File: src/rtl/fetch_unit.sv
// Instruction fetch stage: owns the PC, issues read-only fetches to Mem and queues words for decode.
// Optional FETCH_ALIGN_CHK_EN adds a sticky 'misalign' output and parks fetch on a misaligned redirect.
module fetch_unit #(
    parameter logic [11:0] RESET_PC = 12'h000,
    parameter int          MEM_LAT  = 1,
    parameter int          DEPTH    = 2
) (
    input  logic        clk,
    input  logic        rst,
    input  logic        run,
    output logic [11:0] Addrin,
    output logic        Memread,
    input  logic [31:0] BUS,
    input  logic        redir_valid,
    input  logic [11:0] redir_pc,
    output logic        inst_valid,
    input  logic        inst_ready,
    output logic [31:0] inst,
`ifdef FETCH_ALIGN_CHK_EN
    output logic        misalign,
`endif
    output logic [11:0] inst_pc
);

    typedef enum logic {IDLE = 1'b0, REQ = 1'b1} state_t;

    localparam logic [2:0] LAT = 3'(MEM_LAT);
    localparam logic [1:0] DEP = 2'(DEPTH);

    state_t      state_r;
    logic [11:0] pc_r;
    logic [11:0] addr_r;
    logic        rd_r;
    logic [2:0]  wcnt_r;
    logic [1:0]  cnt_r;
    logic        valid_r;
    logic [31:0] e0_word_r, e1_word_r;
    logic [11:0] e0_pc_r, e1_pc_r;

    logic        pop_s, push_s, issue_s, park_s;
    logic [1:0]  after_pop_s, cnt_next_s;
    logic [31:0] e0_word_s, e1_word_s;
    logic [11:0] e0_pc_s, e1_pc_s;
    logic [11:0] redir_tgt_s;

`ifdef FETCH_ALIGN_CHK_EN
    logic misalign_r;
    assign misalign = misalign_r;
    assign park_s   = misalign_r;
`else
    assign park_s   = 1'b0;
`endif

    assign redir_tgt_s = redir_pc & 12'hFFC;

    // Buffer occupancy bookkeeping and next-cycle issue decision (in-flight word counted as pushed)
    always_comb begin
        pop_s       = valid_r && inst_ready;
        push_s      = (state_r == REQ) && (wcnt_r == 3'd0);
        after_pop_s = cnt_r - {1'b0, pop_s};
        cnt_next_s  = after_pop_s + {1'b0, push_s};
        issue_s     = run && (cnt_next_s < DEP) && !park_s;
    end

    // Two-entry FIFO held as head/second slots so the head drives the outputs straight from flops
    always_comb begin
        e0_word_s = e0_word_r;
        e0_pc_s   = e0_pc_r;
        e1_word_s = e1_word_r;
        e1_pc_s   = e1_pc_r;
        if (pop_s) begin
            e0_word_s = e1_word_r;
            e0_pc_s   = e1_pc_r;
        end else begin
            e0_word_s = e0_word_r;
            e0_pc_s   = e0_pc_r;
        end
        if (push_s) begin
            if (after_pop_s == 2'd0) begin
                e0_word_s = BUS;
                e0_pc_s   = pc_r;
            end else begin
                e1_word_s = BUS;
                e1_pc_s   = pc_r;
            end
        end else begin
            e1_word_s = e1_word_r;
            e1_pc_s   = e1_pc_r;
        end
    end

    // Fetch FSM, bus strobes and buffer state; redirect outranks push, pop and issue
    always_ff @(posedge clk) begin
        if (rst) begin
            state_r   <= IDLE;
            pc_r      <= RESET_PC;
            addr_r    <= RESET_PC;
            rd_r      <= 1'b0;
            wcnt_r    <= 3'd0;
            cnt_r     <= 2'd0;
            valid_r   <= 1'b0;
            e0_word_r <= 32'd0;
            e0_pc_r   <= 12'd0;
            e1_word_r <= 32'd0;
            e1_pc_r   <= 12'd0;
`ifdef FETCH_ALIGN_CHK_EN
            misalign_r <= 1'b0;
`endif
        end else if (redir_valid) begin
            state_r <= IDLE;
            pc_r    <= redir_tgt_s;
            addr_r  <= redir_tgt_s;
            rd_r    <= 1'b0;
            wcnt_r  <= 3'd0;
            cnt_r   <= 2'd0;
            valid_r <= 1'b0;
`ifdef FETCH_ALIGN_CHK_EN
            misalign_r <= misalign_r | (redir_pc[1:0] != 2'b00);
`endif
        end else begin
            cnt_r     <= cnt_next_s;
            valid_r   <= (cnt_next_s != 2'd0);
            e0_word_r <= e0_word_s;
            e0_pc_r   <= e0_pc_s;
            e1_word_r <= e1_word_s;
            e1_pc_r   <= e1_pc_s;
            case (state_r)
                IDLE: begin
                    addr_r <= pc_r;
                    if (issue_s) begin
                        state_r <= REQ;
                        rd_r    <= 1'b1;
                        wcnt_r  <= LAT;
                    end else begin
                        rd_r    <= 1'b0;
                    end
                end
                REQ: begin
                    if (wcnt_r != 3'd0) begin
                        wcnt_r <= wcnt_r - 3'd1;
                    end else begin
                        // Word captured this edge; next fetch follows with no bubble
                        pc_r   <= pc_r + 12'd4;
                        addr_r <= pc_r + 12'd4;
                        if (issue_s) begin
                            wcnt_r <= LAT;
                        end else begin
                            state_r <= IDLE;
                            rd_r    <= 1'b0;
                        end
                    end
                end
                default: begin
                    state_r <= IDLE;
                    rd_r    <= 1'b0;
                end
            endcase
        end
    end

    assign Addrin     = addr_r;
    assign Memread    = rd_r;
    assign inst_valid = valid_r;
    assign inst       = e0_word_r;
    assign inst_pc    = e0_pc_r;

endmodule

File: config.mk
export PLATFORM = sky130hd
export DESIGN_NAME = fetch_unit
export DESIGN_NICKNAME = d
export VERILOG_FILES = /design/src/rtl/fetch_unit.sv
export SDC_FILE = /design/constraint.sdc
export NUM_CORES = 1
export LEC_CHECK = 0
export CELL_PAD_IN_SITES_DETAIL_PLACEMENT = 1
export CELL_PAD_IN_SITES_GLOBAL_PLACEMENT = 1
export CORE_ASPECT_RATIO = 1.1
export CORE_UTILIZATION = 30
export DETAILED_ROUTE_END_ITERATION = 8
export PLACE_DENSITY_LB_ADDON = 0.1
export REMOVE_ABC_BUFFERS = 1
export SETUP_SLACK_MARGIN = 0.5
export SYNTH_ARGS = -nofsm -noshare
export SYNTH_HDL_FRONTEND = slang
export SYNTH_SLANG_ARGS = --single-unit
File: constraint.sdc
create_clock -name clk -period 1.9 [get_ports clk]
set_clock_uncertainty 0.1 [all_clocks]
set_input_delay 0.285 -clock clk [delete_from_list [all_inputs] [get_ports clk]]
set_output_delay 0.285 -clock clk [all_outputs]
set_load 0.05 [all_outputs]
# --- Yosys cells after proc, flatten, opt, wreduce, memory -nomap -nowiden ---
# Index checks and enable logic that the tools add are counted.
totals:
  mem_count: 0
  ff_bits: 120
  wordCells: 60
  ramBits: 0
  rom_bits: 0
  latchBits: 0
classes:
  n_mux: 21
  n_addsub: 4
  eq_ne: 4
  n_div: 0
  order_cmp: 1
  n_mul: 0
  reduce_logical: 13
  n_shift: 0
  n_bitwise: 4
op_table:
  columns: ["cell", "count"]
  rows:
  - ["12-bit 2-to-1 mux", 8]
  - ["32-bit 2-to-1 mux", 3]
  - ["12-bit case mux with 2 select lines", 1]
  - ["12-bit by 3-bit adder with 12-bit output, second input constant", 1]
  - ["3-bit 2-to-1 mux", 2]
  - ["2-bit != test, second input constant", 3]
  - ["3-bit case mux with 2 select lines", 1]
  - ["2-bit AND reduction", 3]
  - ["1-bit 2-to-1 mux", 4]
  - ["1-bit inverter", 4]
  - ["1-bit case mux with 2 select lines", 2]
  - ["2-bit nonzero test", 2]
  - ["1-bit logical AND", 3]
  - ["3-bit zero test", 1]
  - ["3-bit != test, second input constant", 1]
  - ["3-bit AND reduction", 1]
  - ["3-bit nonzero test", 1]
  - ["3-bit by 1-bit subtractor with 3-bit output, second input constant", 1]
  - ["2-bit by 1-bit adder with 2-bit output", 1]
  - ["2-bit zero test", 1]
  - ["2-bit < comparator, second input constant", 1]
  - ["2-bit OR reduction", 1]
  - ["2-bit by 1-bit subtractor with 2-bit output", 1]

# --- Logic depth before layout (Yosys ltp) ---
# Gate-level depths: netlist (run 1).
logic_depth:
  ltp_word: 8
  depth_mapped: 9
  ltp_nobuf: 9

# --- Worst setup path after synthesis (run 1) ---
# No wires, ideal clock.
synth_timing:
  kind: "reg-to-reg"
  start: "register valid_r, in the netlist inst_valid"
  end: "register e0_word_r[10], in the netlist inst[10]"
  stages_incl_launch_ff: 9
  period_less_slack_ns: 2.318
  path_slack_ns: -0.418
  arrival_time_ns: 2.115
  path_cell_list: "dfxtp_1 nand2_1 inv_1 ha_1 xnor2_2 nand3_4 a21o_4 buf_6 a2111oi_2"
synth_between:
  elab_chain_len: 5
synth_rtl:
  columns: ["element", "line_no", "text"]
  rows:
  - ["start: declaration", "36", "logic valid_r;"]
  - ["start signal: assignment", "122", "valid_r <= (cnt_next_s != 2'd0);"]
  - ["1-bit logical AND *", "58", "pop_s = valid_r && inst_ready;"]
  - ["2-bit by 1-bit subtractor with 2-bit output", "60", "after_pop_s = cnt_r - {1'b0, pop_s};"]
  - ["2-bit zero test", "79", "if (after_pop_s == 2'd0) begin"]
  - ["32-bit 2-to-1 mux", "79", null]
  - ["32-bit 2-to-1 mux *", "78", "if (push_s) begin"]
  - ["end signal: assignment", "123", "e0_word_r <= e0_word_s;"]
  - ["end: declaration", "37", "logic [31:0] e0_word_r, e1_word_r;"]
# Mark *: on every way between the ends. The rest lies on a longest branch, timed or not.
# A chain may end at the register's enable or synchronous reset.

# --- Worst setup path after layout (run 1) ---
layout_timing:
  start: "register valid_r, in the netlist inst_valid"
  end: "register e1_word_r[12]"
layout_between:
  elab_chain_len: 5
layout_rtl:
  columns: ["element", "line_no", "text"]
  rows:
  - ["1-bit logical AND", "58", null]
  - ["2-bit by 1-bit subtractor with 2-bit output", "60", null]
  - ["2-bit zero test", "79", null]
  - ["1-bit inverter (no line)", null, null]
  - ["3-bit AND reduction (no line)", null, null]
  - ["end signal: assignment", "125", "e1_word_r <= e1_word_s;"]
  - ["end: declaration", "37", null]
# Every way passes these cells.

==> results of run 1 <==
-- repair_timing --
action | in CTS | in global routing
pin swaps | 26 | 16
setup endpoints to repair | 152 | 121
setup buffers | 14 | 6
gates resized for setup | 286 | 43
gates cloned | 2 | 2
-- registers in the layout, indices dropped and copies added, names as in the netlist --
signal	flops
e1_word_r	32
inst	32
inst_pc	12
Addrin	10
e1_pc_r	10
pc_r	10
wcnt_r	3
cnt_r	2
Memread	1
inst_valid	1
state_r	1
-- Yosys cell counts (2+ instances only) --
cell | count | area [µm²]
ha_1 | 5 | 62.6
a22oi_1 | 3 | 22.5
a2111oi_2 | 40 | 601
nand3_1 | 4 | 20.0
nor4_1 | 2 | 12.5
nand3b_1 | 2 | 15.0
xnor2_1 | 10 | 87.6
buf_4 | 8 | 60.1
buf_6 | 4 | 45.0
xor2_1 | 6 | 52.6
and2_1 | 3 | 18.8
nor3b_1 | 2 | 15.0
o21ai_0 | 4 | 20.0
nand2_1 | 13 | 48.8
nor3_1 | 90 | 450
or2_2 | 4 | 25.0
o21a_1 | 11 | 82.6
nor2b_1 | 5 | 31.3
buf_2 | 7 | 35.0
buf_1 | 6 | 22.5
mux2i_1 | 44 | 440
a31oi_1 | 2 | 12.5
dfxtp_1 | 114 | 2280
nor2_1 | 55 | 206
o22ai_1 | 5 | 31.3
nand4_1 | 6 | 37.5
o32ai_1 | 2 | 17.5
inv_1 | 57 | 214
clkbuf_1 | 31 | 116
a21oi_1 | 14 | 70.1
-- layout make-up --
class / instances / area, µm² / area share
Sequential cell: 114 / 2290 / 0.279
Clock buffer: 21 / 460 / 0.0562
Timing Repair Buffer: 165 / 1710 / 0.209
Tap cell: 234 / 293 / 0.0357
Inverter: 58 / 223 / 0.0272
Clock inverter: 10 / 181 / 0.0221
Multi-Input combinational cell: 350 / 3040 / 0.371
-- kinds of logic (layout without fill, tap and decap cells) --
| logic type | count (synthesis) | in the layout | share of synthesized area |
|---|---|---|---|
| multiplexers | 45 | 45 | 0.0842 |
| other | 1 | 2 | 0.000699 |
| AO/OA/AOI/OAI | 88 | 88 | 0.174 |
| adder cells (fa/ha/maj) | 5 | 5 | 0.0117 |
| flip-flops | 114 | 114 | 0.425 |
| XOR/XNOR | 18 | 18 | 0.0334 |
| buffers and inverters | 114 | 254 | 0.0931 |
| AND/OR/NAND/NOR | 192 | 192 | 0.177 |
-- layout by cell type, fill, tap and decap left out, types with 3 or more instances in the layout --
cell type / instances
dfxtp_2: 6
a2111oi_4: 11
clkbuf_16: 19
nor2_1: 51
inv_1: 53
mux2i_2: 5
o21a_1: 11
inv_2: 4
nor2_4: 3
clkinv_2: 3
dfxtp_1: 108
and2_4: 3
nor3_2: 5
buf_12: 14
nor2b_1: 5
bufinv_16: 5
nand3_1: 4
nand2_1: 10
nor3_1: 84
mux2i_1: 39
xnor2_1: 9
nand4_1: 6
buf_8: 3
ha_4: 3
a22oi_2: 3
buf_6: 25
o22ai_1: 3
xor2_1: 6
a2111oi_2: 30
a21oi_1: 10
buf_4: 74
clkdlybuf4s50_1: 44
-- worst max-delay path by stage --
stage	depth (start not counted)	slack, ns	from	endpoint
finish	11	-0.17	inst_valid$_SDFF_PP0_	e1_word_r[12]$_SDFFE_PP0P_
global route	11	-0.24	inst_valid$_SDFF_PP0_	e1_word_r[12]$_SDFFE_PP0P_
CTS	11	-0.12	inst_valid$_SDFF_PP0_	e1_word_r[11]$_SDFFE_PP0P_
detailed placement	10	-0.61	inst_ready	inst[0]$_SDFFE_PP0N_
global placement	10	-0.54	inst_ready	inst_pc[10]$_SDFFE_PP0N_
floorplan	6	-1.50	inst_valid$_SDFF_PP0_	e1_pc_r[10]$_SDFFE_PP0P_
-- routing by layer --
layer / track usage / share of wire / vias up
met2: 0.320 / 0.50 / 89
met5: 0 / 0 / -
met4: 0.0753 / 0.015 / 0
met1: 0.224 / 0.44 / 2281
met3: 0.0357 / 0.040 / 20
li1: - / - / 2276
-- critical path, stage by stage (launching register included) --
cell,delay (ns)
dfxtp_2,0.32
nand2_2,0.07
inv_2,0.05
ha_4,0.17
xnor2_4,0.13
buf_6,0.13
a211oi_4,0.30
buf_6,0.16
buf_16,0.11
buf_12,0.12
mux2i_2,0.21
nor2_1,0.07
-- through the flow --
step | instance area [µm²] | utilization | setup WS [ns] | total power [mW] | setup TNS, ns
2_1_floorplan | 5090 | - | -1.50 | 3.09 | -100.59
3_3_place_gp | 6780 | 0.393 | -0.540 | 3.54 | -46.10
3_5_place_dp | 6780 | 0.393 | -0.613 | 3.56 | -49.61
4_1_cts | 7830 | 0.454 | -0.119 | 7.17 | -5.02
5_1_grt | 8200 | 0.475 | -0.241 | 7.43 | -14.70
6_report | 8200 | 0.475 | -0.171 | 7.15 | -8.20
-- power by group through the flow --
stage          clock network [mW]  registers, mW  logic [mW]
3_3_place_gp                    0           2.59       0.956
2_1_floorplan                   0           2.81       0.278
5_1_grt                      3.71           2.56        1.16
4_1_cts                      3.59           2.54        1.04
6_report                     3.51           2.55        1.10
3_5_place_dp                    0           2.59       0.965
==> results.md, run 1 <==
* Reg2Reg Setup Slack at -0.17 ns
* F_max at 0.483 GHz
* Vias in the first global route at roughly 5000
* Share of layout cells above drive strength 1 at 0.358
* Status: finished with violations
* Layout Cells excl Fill at 952
* GRT Overall Usage at 0.185
* RSZ-0062 raised after global routing: yes
* Setup crit start kind: register
* Final Cycle Share at 1.09
* Sw Share at 0.257
* Worst-Skew Late Latency at approximately 0.42 ns
* CP Data Arrival Time at 2.27 ns
* Total Routed Length at ~16 mm
* CTS clk-pin slew, worst paths at 0.05 ns
* Root Buffer Master: clkbuf_16
* TritonRoute pass-1 iters at 4
* Fin Hold WS at about 0.16 ns
* Initial Util at 0.311
* Register share of total power at 0.356
* Synth unique cells at between 40 and 50
* Final #Nets at 760
* Die Wd at 129 µm
* Global route overflow at 0
* CP Capture Type: register
* Async set-or-reset flop fraction in the synthesized netlist at 0
* Clk pwr share at 0.491
* Maxcap violations at 0
* Post-route setup slack at -0.171 ns
* Logic pwr share at 0.153
* Placed cells at between 800 and 900
* Post-Syn Instances at around 580
* Final Hold Vio Count at 0
* Detailed placer's ending HPWL at about 10 mm
* Post-synth EDFFs at 0
* Max-slew violations at 0
* PD cells at about 870 mW/mm²
* Io pins at ~110
* Filler Cells Inserted at roughly 1900
* WL per Instance at about 17 µm
* Post-DR vias/cell at between 4 and 5
* CTS Hold Bufs at 0
* RD Place Congestion at 0.724
* Fin crit period at between 2 and 2.5 ns
* Initial antenna violation count at 0
* Routed via count at around 4700
* Mean Syn Cell Area at about 9.3 µm²
* Sw Pwr at 1.84 mW
* H-tree levels at 4
* Kind of critical path: register to register
* Port bufs at 102
* Hold Path Cell Cnt at 2
* HP Class: input pin to register
* Area grow syn2layout at 52.8%
* Cts bufs inserted at 17
* Worst hold start: rst
* R2r startpoint: inst_valid$_SDFF_PP0_
* Capturing point of the worst reg2reg path: e1_word_r[12]$_SDFFE_PP0P_
* Die Y at approximately 140 µm
* Flops & latches, synth at 114
* # DRC at 0
* Core Area at approximately 0.017 mm²
* First-pass GRT wire length at 26.0 mm
* Maximum VDD drop at between 500 and 600 µV
* Synth Flop Type: dfxtp_1
* Internal power at approximately 5.3 mW
* LEAKAGE at roughly 3 nW
* Clock sinks at between 100 and 150
* # rows at 50
* Worst EP required at roughly 2.1 ns
* Synthesis Warnings at 0
* Pin count of the biggest net entering global routing at 61
* Reg2Reg Depth at 11
* Die area at approximately 0.018 mm²
* Hold Path End: pc_r[3]$_SDFFE_PP0P_
* Clock Path Buffers at 2
* Antenna diodes at 0
* Crit Path Max Fanout at 7
* Final setup violation count at 84
* Post-Syn Area at 0.00536 mm²
* Failing checks: setup timing
* Seq/Total Area, Yosys at 0.425
* DRT iter0 DRCs at between 150 and 200
* TritonCTS clock tree: done
* Remaining antenna violation count at 0
No activity file was read; power rests on OpenSTA's default activity.
==> run 2, diff against run 1 <==
==> constraint.sdc (replaced) <==
create_clock -name clk -period 1.9 [get_ports clk]
set_clock_uncertainty 0.1 [all_clocks]
set_input_delay 0.285 -clock clk [delete_from_list [all_inputs] [get_ports clk]]
set_output_delay 0.285 -clock clk [all_outputs]
set_load 0.1 [all_outputs]
==> results.md, run 2 (synthesis gave the netlist of run 1 again) <==
* Status: finished with violations
* Failing checks: setup timing
* Layout Cells excl Fill at approximately 950
* Most frequent cells in the layout: 86 x dfxtp_1, 71 x nor3_1, 53 x inv_1, 50 x buf_12, 49 x nor2_1
* Post-layout util at 0.517
* PD cells at approximately 790 mW/mm²
* Reg2Reg Depth at 9
* CP Data Arrival Time at about 2.2 ns
* F_max at 0.506 GHz
* DR top layer: met4
* Cts bufs inserted at 17
* Initial antenna violation count at 0
* Remaining antenna violation count at 0
* Maximum VDD drop at between 600 and 700 µV
* Port bufs at between 100 and 150
* # DRC at 0
* Die Wd at ~130 µm
* WL met1 at 7.36 mm
* Reg2Reg Setup Slack at -0.08 ns
* Area grow syn2layout at 66.6%
* Setup TNS at -3.14 ns
* Placed cells at a little under 900
* Worst hold start: rst
* Final Hold Vio Count at 0
* Kind of critical path: register to register
* CP Capture Type: register
* Filler Cells Inserted at 1805
* Maxcap violations at 0
* Fin crit period at ~2 ns
* Root Buffer Master: clkbuf_16
* Crit Path Max Fanout at 28
* Pre-CTS WS at -0.631 ns
* Post-DR vias/cell at 4.86
* Die area at 0.0184 mm²
* CTS clk-pin slew, worst paths at approximately 0.05 ns
* Global route overflow at 0
* RSZ-0062 raised after global routing: yes
* Logic pwr share at 0.215
* First-pass GRT wire length at roughly 25 mm
* Share of layout cells above drive strength 1 at 0.403
* Sw Pwr at 2.06 mW
* WL met3 at 507 µm
* Hold Path End: pc_r[3]$_SDFFE_PP0P_
* Core Area at 0.0173 mm²
* Clk pwr share at 0.419
* WL per Instance at 16.9 µm
* Routed via count at roughly 4600
* TritonRoute pass-1 iters at 5
* Sw Share at 0.292
* # rows at 50
* Met2 wire len at between 7 and 8 mm
* Clock Path Buffers at 2
* Clock sinks at 114
* TritonCTS clock tree: done
* Vias in the first global route at 4817
* Initial Util at 0.311
* Antenna diodes at 0
* Capturing point of the worst reg2reg path: inst[4]$_SDFFE_PP0N_
* Pin count of the biggest net entering global routing at between 60 and 70
* R2r startpoint: inst_valid$_SDFF_PP0_
* Total Routed Length at between 15 and 20 mm
* H-tree levels at 4
* Internal power at about 5 mW
* HP Class: input pin to register
* Worst-Skew Late Latency at between 0.4 and 0.5 ns
* DRT iter0 DRCs at approximately 160
* Setup crit start kind: register
* Hold Path Cell Cnt at 2
* Final Cycle Share at 1.04
* LEAKAGE at 3.16 nW
* Final #Nets at 760
* RD Place Congestion at a little over 0.7
* Die Y at between 100 and 150 µm
* Max-slew violations at 0
* Register share of total power at 0.365
* Io pins at approximately 110
* Pwr Total at 7.06 mW
* Worst EP required at roughly 2.1 ns
* GRT Overall Usage at 0.178
* Final setup violation count at 82
* Detailed placer's ending HPWL at ~10 mm
* Commonest non-fill, non-tap cell in the layout: dfxtp_1
* Post-route setup slack at -0.0752 ns
-- run 2: cell count changes in the layout (fill, tap and decap cells not counted), moves of 5 or more --
cell and delta:
clkbuf_1 +5, dfxtp_2 +21, nor3_1 -13, a2111oi_4 +17, buf_8 +11, dfxtp_1 -22, a2111oi_2 -16, buf_4 -48
nor3_2 +13, buf_12 +36
-- run 2: cell type report --
cell class	count	area (µm²)	share of cell area
clock inverter	7	85.1	0.00952
clock buffer	24	452	0.0506
inverter	58	223	0.0249
tap	234	293	0.0328
multi-input combinational	350	3310	0.371
timing repair buffer	165	2250	0.252
sequential	114	2320	0.260
-- run 2: timing repair --
action / 4_1_cts / 5_1_grt
setup endpoints to repair: 156 / 148
buffers inserted: 21 / 5
gates cloned: 3 / 1
gates resized for setup: 146 / 110
hold buffers: 0 / 0
pin swaps: 22 / 13
-- run 2: worst max path at each step --
| stage | cells after the start | endpoint | startpoint | slack (ns) |
|---|---|---|---|---|
| final | 9 | inst[4]$_SDFFE_PP0N_ | inst_valid$_SDFF_PP0_ | -0.08 |
| after global routing | 9 | inst[13]$_SDFFE_PP0N_ | inst_valid$_SDFF_PP0_ | -0.18 |
| after CTS | 11 | e1_pc_r[6]$_SDFFE_PP0P_ | inst_valid$_SDFF_PP0_ | -0.06 |
| after detailed placement | 10 | e1_word_r[10]$_SDFFE_PP0P_ | inst_ready | -0.63 |
| after global placement | 10 | e1_pc_r[10]$_SDFFE_PP0P_ | inst_ready | -0.57 |
| after floorplan | 6 | e1_pc_r[10]$_SDFFE_PP0P_ | inst_valid$_SDFF_PP0_ | -1.88 |
-- run 2: critical path, stage by stage (launching register included) --
cell       delay [ns]
dfxtp_2          0.32
nand2_2          0.07
inv_2            0.04
ha_4             0.16
xnor2_2          0.13
buf_4            0.15
and3_2           0.24
buf_12           0.18
nor3_1           0.37
a2111oi_4        0.07
-- run 2: stage by stage --
stage | hold WS (ns) | instance area (µm²)
3_3_place_gp | 0.362 | 6880
3_5_place_dp | 0.365 | 6880
2_1_floorplan | 0.254 | 5090
4_1_cts | 0.126 | 8250
5_1_grt | 0.180 | 8930
6_report | 0.152 | 8930
-- run 2: metal layers --
layer,up-vias,track usage
li1,2275,-
met1,2255,0.229
met2,84,0.294
met3,17,0.0350
met4,0,0.0661
met5,-,0
-- run 2: power by group through the flow --
stage / Clock, mW / Sequential, mW / Combinational (mW)
after floorplan: 0 / 3.05 / 0.288
after global placement: 0 / 2.60 / 1.25
after detailed placement: 0 / 2.60 / 1.26
after CTS: 3.05 / 2.57 / 1.40
after global routing: 3.16 / 2.59 / 1.59
final: 2.96 / 2.58 / 1.52
==> run 3, diff against run 2 <==
ABC_AREA = 1   (was not set)
==> results.md, run 3 <==
* Top cells by area, synth: dfxtp_1 43%, nor2_1 15%, o21ai_0 8.7%
* Most frequent cells in the layout: 172 x nor2_1, 103 x nand2_1, 83 x dfxtp_1, 66 x buf_12, 54 x a21oi_1
* Sw Share at 0.291
* Port bufs at ~100
* Die Y at about 140 µm
* Post-route setup slack at between 0.09 and 0.1 ns
* Final Hold Vio Count at 0
* CP Data Arrival Time at 2.05 ns
* Post-synthesis xor/xnor area fraction at 0.00667
* H-tree levels at 4
* Sw Pwr at about 2.2 mW
* Root Buffer Master: clkbuf_16
* First-pass GRT wire length at between 20 and 30 mm
* CP Launch Point: inst_ready
* Worst EP required at approximately 2.1 ns
* Maxcap violations at 0
* Global route overflow at 0
* Commonest non-fill, non-tap cell in the layout: nor2_1
* Kind of critical path: input pin to register
* Initial Util at 0.308
* Post-synthesis compound-gate area fraction at 0.183
* CP Capture Type: register
* Fin crit period at ~1.8 ns
* Seq/Total Area, Yosys at 0.434
* Internal power at between 5 and 6 mW
* CTS clk-pin slew, worst paths at 0.05 ns
* Pwr Total at 7.69 mW
* LEAKAGE at 3.62 nW
* Logic pwr share at 0.205
* Routed via count at between 5000 and 6000
* Maximum VDD drop at roughly 650 µV
* F_max at around 0.55 GHz
* Area leader, netlist: dfxtp_1
* Layout Cells excl Fill at approximately 1100
* Clk pwr share at 0.458
* Total Routed Length at 19.4 mm
* Most frequent cell after synthesis: nor2_1
* DRT iter0 DRCs at between 200 and 250
* Post-Syn Area at roughly 0.0053 mm²
* # rows at 50
* WL per Instance at approximately 17 µm
* Die area at 0.0180 mm²
* Post-Synth Simple-Gate Area at 0.268
* RD Place Congestion at roughly 0.84
* Pre-CTS WS at -0.374 ns
* Placed cells at roughly 1100
* Setup crit start kind: input pin
* Crit Path Max Fanout at 5
* Status: completed
* # DRC at 0
* Synthesis Warnings at 0
* Post-synth EDFFs at 0
* Vias in the first global route at around 5900
* RSZ-0062 raised after global routing: yes
* TritonRoute pass-1 iters at 4
* Reg2Reg Depth at 14
* Top-area cell type share of the netlist area at 0.434
* Area grow syn2layout at 69.1%
* HP Class: register to register
* Final Cycle Share at 0.949
* PD cells at a little under 900 mW/mm²
* Core Area at between 0.015 and 0.02 mm²
* Cts bufs inserted at 17
* Antenna diodes at 0
* Initial antenna violation count at 0
* Final setup violation count at 0
* Hold Path Cell Cnt at 2
* Max-slew violations at 0
* Share of layout cells above drive strength 1 at 0.322
* Async set-or-reset flop fraction in the synthesized netlist at 0
* Register share of total power at 0.337
* Worst hold start: e1_word_r[1]$_SDFFE_PP0P_
* Synth Flop Type: dfxtp_1
* Pin count of the biggest net entering global routing at 48
* CTS Hold Bufs at 0
* Clock sinks at 114
* Io pins at 107
* Flops & latches, synth at around 110
* Remaining antenna violation count at 0
* Final #Nets at between 900 and 1000
* Post-Synth Adder-Cell Area at 0.0119
* Post-layout util at 0.520
* Commonest cells post-synth: 204 x nor2_1, 120 x nand2_1, 114 x dfxtp_1
* Post-synthesis mux area share at 0
* Worst-Skew Late Latency at 0.42 ns
* Die Wd at roughly 130 µm
* Post-DR vias/cell at around 4.8
* Detailed placer's ending HPWL at between 10 and 15 mm
* Mean Syn Cell Area at between 6 and 7 µm²
* Reg2Reg Setup Slack at 0.11 ns
* R2r startpoint: inst_valid$_SDFF_PP0_
* Largest family of logic cells by synthesized area: simple AND/OR/NAND/NOR gates
* Synth unique cells at 31
* TritonCTS clock tree: done
* Clock Path Buffers at 2
* Post-Syn Instances at about 770
* GRT Overall Usage at 0.215
run 3: changes by cell type after synthesis, sizes merged, moves of 11 or more:
cell | previous run | this run
a2111oi | 42 | 0
a21oi | 14 | 67
clkbuf | 31 | 19
mux2i | 44 | 0
nand2 | 13 | 125
nor2 | 55 | 208
nor3 | 90 | 1
o21a | 11 | 0
o21ai | 4 | 117
run 3: final cells by class:
class                      count  area (µm²)
clock inverter                 9         151
inverter                      52         218
timing repair buffer         162        2450
fill                        1954        8200
clock buffer                  22         494
multi-input combinational    552        2950
sequential                   114        2330
tap                          234         293
run 3: logic make-up after synthesis:
family                   Yosys count
flip-flops                       114
other                              1
buffers and inverters            100
AND/OR/NAND/NOR                  351
AO/OA/AOI/OAI                    190
adder cells (fa/ha/maj)            5
XOR/XNOR                           4
run 3: metal layers:
layer	GRT usage	routed length (µm)	share of wire
met1	0.250	8190	0.42
met2	0.388	10300	0.53
met3	0.0357	626	0.032
met4	0.0898	297	0.015
met5	0	0	0
run 3: path summary, 6_finish.rpt:
check	endpoint
max	inst_pc[5]$_SDFFE_PP0N_
min	e1_word_r[1]$_SDFFE_PP0P_
max reg2reg	inst_pc[5]$_SDFFE_PP0N_
min reg2reg	e1_word_r[1]$_SDFFE_PP0P_
run 3: per-stage QoR:
stage | cell area, µm² | TNS, ns | hold WS [ns]
2_1_floorplan | 4950 | -154.48 | 0.254
5_1_grt | 8880 | -0.0132 | 0.381
6_report | 8880 | 0 | 0.353
3_5_place_dp | 6760 | -25.01 | 0.336
3_3_place_gp | 6760 | -17.55 | 0.331
4_1_cts | 8030 | 0 | 0.346
run 3: repair_timing:
action,4_1_cts,5_1_grt
endpoints found under the setup margin,162,170
pin swaps,26,30
cloned,7,4
resized for setup,110,225
setup buffers,11,7
run 3: worst max-delay path, stage by stage:
cell	delay (ns)
clkdlybuf4s50_1	0.47
nand2_2	0.07
inv_2	0.07
ha_4	0.14
inv_2	0.03
nand2_2	0.07
nand2_4	0.06
nand2_4	0.10
nor2_4	0.04
buf_6	0.12
buf_12	0.14
buf_16	0.14
nor2_1	0.13
nor2_1	0.07
nor2_1	0.11
run 3: power by group through the flow:
stage                     clock (mW)  sequential [mW]  combinational (mW)
after floorplan                    0             3.05               0.355
after global placement             0             2.61                1.27
final                           3.52             2.59                1.57
after global routing            3.70             2.61                1.67
after detailed placement           0             2.61                1.30
after CTS                       3.57             2.57                1.41
